### config.mk
export PLATFORM = sky130hd
export DESIGN_NAME = round_robin_dispatcher
export DESIGN_NICKNAME = d
export VERILOG_FILES = /design/src/rtl/round_robin_dispatcher.sv
export SDC_FILE = /design/constraint.sdc
export NUM_CORES = 1
export LEC_CHECK = 0
export BUFFER_PORTS_ARGS = -buffer_cell sky130_fd_sc_hd__buf_2
export CAP_MARGIN = 15
export CORE_ASPECT_RATIO = 1.1
export CORE_MARGIN = 2
export CORE_UTILIZATION = 45
export DETAILED_ROUTE_END_ITERATION = 10
export PLACE_DENSITY = 0.8
export SYNTH_ARGS = -nofsm -noshare
export SYNTH_HDL_FRONTEND = slang
export SYNTH_SLANG_ARGS = --single-unit
### constraint.sdc
create_clock -name clk_i -period 7.86 [get_ports clk_i]
set_clock_uncertainty 0.15 [all_clocks]
set_input_delay 2.358 -clock clk_i [delete_from_list [all_inputs] [get_ports clk_i]]
set_output_delay 2.358 -clock clk_i [all_outputs]
set_load 0.01 [all_outputs]
### src/rtl/round_robin_dispatcher.sv
// rtl/round_robin_dispatcher.sv - credit-gated round-robin dispatcher with a one-beat output stage
module round_robin_dispatcher #(
    parameter int N       = 4,
    parameter int W       = 32,
    parameter int CREDITS = 4
) (
    input  logic         clk_i,
    input  logic         rst_i,
    input  logic         in_valid_i,
    input  logic [W-1:0] in_data_i,
    output logic         in_ready_o,
    output logic [N-1:0] out_valid_o,
    output logic [W-1:0] out_data_o,
    input  logic [N-1:0] out_ready_i,
    input  logic [N-1:0] credit_ret_i,
    output logic         credit_ovf_o
);

    localparam int CW = $clog2(CREDITS + 1);
    localparam int IW = (N > 1) ? $clog2(N) : 1;
    localparam logic [CW-1:0] CMAX = CW'(CREDITS);

    logic          stage_valid;
    logic [N-1:0]  stage_tgt;
    logic [W-1:0]  stage_data;
    logic [CW-1:0] credit [N];
    logic [IW-1:0] last_idx;
    logic          ovf_q;

    logic [N-1:0]  eligible;
    logic [N-1:0]  sel_onehot;
    logic [IW-1:0] sel_idx;
    logic          sel_above;
    logic          xfer;
    logic          stage_free;
    logic          accept;
    logic [N-1:0]  dec_vec;
    logic [N-1:0]  ovf_vec;

    assign out_valid_o  = stage_valid ? stage_tgt : '0;
    assign out_data_o   = stage_data;
    assign credit_ovf_o = ovf_q;

    assign xfer       = |(out_valid_o & out_ready_i);
    assign stage_free = !stage_valid || xfer;
    assign in_ready_o = !rst_i && stage_free && (|eligible);
    assign accept     = in_valid_i && in_ready_o;
    assign dec_vec    = accept ? sel_onehot : '0;

    always_comb begin
        for (int k = 0; k < N; k++) begin
            eligible[k] = (credit[k] != '0);
            ovf_vec[k]  = credit_ret_i[k] && !dec_vec[k] && (credit[k] == CMAX);
        end
    end

    // Descending scans so the last hit wins, leaving the lowest qualifying index.
    always_comb begin
        sel_idx   = '0;
        sel_above = 1'b0;
        for (int i = N - 1; i >= 0; i--) begin
            if (eligible[i] && (IW'(i) > last_idx)) begin
                sel_idx   = IW'(i);
                sel_above = 1'b1;
            end
        end
        if (!sel_above) begin
            for (int i = N - 1; i >= 0; i--) begin
                if (eligible[i]) begin
                    sel_idx = IW'(i);
                end
            end
        end
        sel_onehot = N'(1) << sel_idx;
    end

    always_ff @(posedge clk_i) begin
        if (rst_i) begin
            stage_valid <= 1'b0;
            stage_tgt   <= '0;
            last_idx    <= IW'(N - 1);
            ovf_q       <= 1'b0;
            for (int k = 0; k < N; k++) begin
                credit[k] <= CMAX;
            end
        end else begin
            if (accept) begin
                stage_valid <= 1'b1;
                stage_tgt   <= sel_onehot;
                stage_data  <= in_data_i;
                last_idx    <= sel_idx;
            end else if (xfer) begin
                stage_valid <= 1'b0;
            end
            // A same-cycle dispatch and return on one port cancel out.
            for (int k = 0; k < N; k++) begin
                if (dec_vec[k] && !credit_ret_i[k]) begin
                    credit[k] <= credit[k] - CW'(1);
                end else if (!dec_vec[k] && credit_ret_i[k] && (credit[k] != CMAX)) begin
                    credit[k] <= credit[k] + CW'(1);
                end
            end
            if (|ovf_vec) begin
                ovf_q <= 1'b1;
            end
        end
    end

endmodule

== Yosys cells after proc, flatten, opt, wreduce, memory -nomap -nowiden ==
Memories as Yosys holds them, arrays and structs flattened.
Index checks and enable logic that the tools add are counted.
Widths: inputs -> output; s select.
Word-level totals
  register bits: 40
  latch bits: 0
  memories kept: 1
  output and inout port bits: 38
  input port bits: 43
  memory bits (read-only): 0
  bits in writable memories: 12
  word-level logic and storage cells: 135
Memory list
  credit: words 4, bits a word 3, read ports 4, clocked after Yosys merged registers in 0, write ports 4, line 26  | logic [CW-1:0] credit [N];
Cells by class
  multiplexer cells: 55
  divide/modulo/power cells: 0
  shift-type cells: 1
  multiply operators: 0
  add/sub/neg operators: 8
  $lt $le $gt $ge: 4
  reduce and logical (&&, ||, !) cells: 43
  equality and inequality tests: 8
  bitwise operators: 10
Operator list (count)
  $mux 1: 36
  $mux 3: 8
  $logic_and 1x1->1: 23
  $mux 2: 9
  $add 3x1->3 const B: 4
  $eq 3x3->1 const B: 4
  $ne 3x3->1 const B: 4
  $reduce_bool 3->1: 4
  $reduce_or 4->1: 3
  $sub 3x1->3 const B: 4
  $logic_not 1->1: 10
  $mux 4: 2
  $or 1x1->1: 8
  $and 4x4->4: 1
  $gt 1x2->1 const A: 2
  $gt 2x2->1 const A: 2
  $shl 1x2->4 const A: 1
  $reduce_and 2->1: 1
  $reduce_bool 2->1: 1
  $logic_or 1x1->1: 1
  $not 1->1: 1

== Depth between registers and ports, before layout ==
  depth after elaboration: 21
  mapped depth: 14
  gate-level depth less buffers: 13

== Worst setup path after synthesis ==
Ideal clock, no wire load.
  path type: input -> output
  from: input rst_i
  to: output in_ready_o
  path slack: 2.224 ns
  data required time: 5.352 ns
  arrival time: 3.128 ns
  path buffers: 2
  cell stages on the path: 4
  path through: clkbuf_1 -> clkbuf_1 -> inv_1 -> and3_1
On the way
  longest elaborated chain between the ends: 3
RTL lines
  from (decl): line 8  | input logic rst_i,
  $logic_not 1->1: line 46  | assign in_ready_o = !rst_i && stage_free && (|eligible);
  $logic_and 1x1->1 (2 in series): line 46
  to (decl): line 11  | output logic in_ready_o,
No other way between the ends.

== Worst setup path in the final report ==
  from: input out_ready_i[0]
  to: output in_ready_o
On the way
  longest elaborated chain between the ends: 5
RTL lines
  from (decl): line 14  | input logic [N-1:0] out_ready_i,
  $and 4x4->4: line 44  | assign xfer = |(out_valid_o & out_ready_i);
  $reduce_or 4->1: line 44
  $logic_or 1x1->1: line 45  | assign stage_free = !stage_valid || xfer;
  $logic_and 1x1->1 (2 in series): line 46
No other way between the ends.

==> metrics.txt <==
Tot GR Track Use=17.9%; I/O pin cnt=about 80; Tmin final=5.89 ns; leak pwr=around 1.2 nW; async set-reset flop share out of synthesis=0%; DP Cell Count=319; WL per Instance=between 15 and 20 um; Final Hold Vio Count=0; Setup CP Type=in -> out; Mapped Cells=186; ANT cells=0; share of the synthesized area in the top cell type=56.4%; EDFF count, synth=44; # nets final=318; first-pass GRT wire length=around 8000 um; Seq cells post-synth=52; final setup vio count=0; Tcrit/Tclk final=75.0%; Starting DRT DRC Count=76; Worst EP arrival=3.38 ns; commonest non-fill, non-tap cell in the layout=buf_2; Sw Share=23.2%; DP Wirelength=~4000 um; mean post-synth cell area=12.6 um^2; CP max FO=2; part of the power in registers=52.6%; nature of the critical path endpoint=primary output; simple-gate share of the synthesized area=15.6%; layout cells sized above 1=about 36%; Layout Cells excl Fill=between 300 and 400; Post-route DRC=0; status=finished, final reports clean; power per cell area=216 mW/mm^2; most frequent cells in the layout=80 x buf_2, 44 x edfxtp_1, 19 x nand2_1; CTS tree=done; Synth Area in Adders=4.16%; Clk pwr share=32.9%; VDD IR max=106 uV; total die area=0.00580 mm^2; Worst Setup SP=out_ready_i[0]; post-synthesis mux area share=under 10%; Final Util=a little under 60%; post-CTS setup buffer count=0; CTS max path bufs=2; Synth cell types=49; Slew Limit Headroom=62.9%; Worst-path clk slew=0.09 ns; RSZ-0062 raised after global routing=false; die height=79.7 um; Die Wd=72.8 um; prevailing post-synth register cell=edfxtp_1; input/output buffers=80; Hold Buf Count CTS=0; H-tree Lvls=2; Initial Util=46.9%; actual slew at the worst max-slew pin=around 0.55 ns; fmax=between 150 and 200 MHz; grt total ovfl=0; register area share after synthesis=63.2%; Psw=148 uW; Pint=490 uW; dominant cell type by area after synthesis=edfxtp_1; Clk Latency, worst-skew pair=0.30 ns; TritonCTS Buffers=5; r2r startpoint=credit[2][0]$_SDFFCE_PN0P_; Critical Path RT=5.35 ns; largest net degree at the start of global routing=33; warnings from Yosys=0; clk sinks=52; Via Count=between 1,500 and 2,000; core area=0.00500 mm^2; Synth area leaders=edfxtp_1 56%, dfxtp_1 6.8%, nand2_1 3.0%; Worst Hold Launch=stage_tgt[2]$_SDFFE_PP0N_; Routed Antenna Nets=0; Layout area overhead=26.2%; WL final=roughly 5000 um; Syn Nets=around 240; area of the mapped netlist=~0.0023 mm^2; Vias/cell=5.59; Synth Area in XOR/XNOR=1.49%; initial antenna violation count=0; largest family of logic cells by synthesized area=simple AND/OR/NAND/NOR gates; Final GP Congestion=0.871; # rows=27; clock root buffer=clkbuf_8; Min-Delay Path Class=reg -> reg; vias in the first global route=1,726; startpoint types=input pin; Synth Area in Compound Gates=11.8%; drt pass-1 iters=5; Comb power frac=14.6%; max cap viols=0; Slew Limit Fails=0; setup TNS after final layout=0 ns; CTS resizes=0
## power groups by stage
| stage | Combinational (mW) | Clock, mW | Sequential, mW |
|---|---|---|---|
| detailed placement | 0.0908 | 0 | 0.342 |
| global route | 0.104 | 0.222 | 0.338 |
| floorplan | 0.0561 | 0 | 0.342 |
| finish | 0.0929 | 0.210 | 0.335 |
| CTS | 0.0917 | 0.213 | 0.336 |
| global placement | 0.0869 | 0 | 0.341 |
## critical path: stages
cell and delay [ns]:
buf_2 0.10, a222oi_1 0.44, nand3_1 0.16, and3_1 0.20
buf_2 0.13
## per-stage QoR
stage / hold WS [ns] / cell area [um^2] / power [mW] / setup slack (ns)
final: 0.324 / 2960 / 0.638 / 1.97
after global routing: 0.348 / 2960 / 0.664 / 1.94
after CTS: 0.323 / 2930 / 0.641 / 1.97
after detailed placement: 0.311 / 2800 / 0.433 / 1.97
after global placement: 0.308 / 2800 / 0.428 / 1.98
after floorplan: 0.294 / 2340 / 0.398 / 2.22
## flip-flops by register name, indices dropped and copies added (netlist names)
signal        flops
out_data_o       32
credit           12
stage_tgt         4
last_idx          2
credit_ovf_o      1
stage_valid       1
## final timing paths
kind / end / slack (ns) / cells past startpoint
worst min-delay path: stage_tgt[2]$_SDFFE_PP0N_ / 0.32 / 2
worst max register to register: credit[2][2]$_SDFFCE_PN1P_ / 4.49 / 9
worst min register to register: stage_tgt[2]$_SDFFE_PP0N_ / 0.32 / 2
worst max-delay path: in_ready_o / 1.97 / 5
## logic make-up after synthesis
| group | after synthesis |
|---|---|
| and+or+nand+nor | 70 |
| DFF | 52 |
| AOI/OAI and AO/OA | 38 |
| buffers and inverters | 13 |
| adders and majority gates | 6 |
| xor gates and xnor gates | 4 |
| muxes | 3 |
## routing by layer
metal / vias to the layer above / part of all wire (%) / wire length (um) / global-route usage (%)
met2: 106 / 51 / 2590 / 31.5
met5: - / 0 / 0 / 0
met3: 4 / 9.3 / 474 / 4.67
li1: 866 / - / - / -
met1: 858 / 39 / 1980 / 21.4
met4: 0 / 0.65 / 33 / 5.19
## final cells by class
class,count,area [um^2]
Clock inverter,2,60.1
Timing Repair Buffer,81,428
Tap cell,58,72.6
Fill cell,387,2040
Inverter,8,30.0
Sequential cell,52,1480
Multi-Input combinational cell,121,812
Clock buffer,6,72.6
## cells in the mapped netlist, types with 2 or more instances
| master | count |
|---|---|
| and2_1 | 4 |
| o21ai_0 | 3 |
| nor2b_1 | 5 |
| a21oi_1 | 11 |
| edfxtp_1 | 44 |
| nand4_1 | 3 |
| xnor2_1 | 3 |
| nor2_1 | 11 |
| nand2_1 | 19 |
| dfxtp_1 | 8 |
| o221ai_1 | 2 |
| or3_1 | 4 |
| a211o_1 | 3 |
| ha_1 | 3 |
| nand3_1 | 7 |
| a31oi_1 | 3 |
| inv_1 | 8 |
| nor4b_1 | 2 |
| and3_1 | 5 |
| clkbuf_1 | 3 |
| fa_1 | 3 |
| nor3_1 | 4 |
| o211ai_1 | 2 |
(Power assumes the default switching activity.)
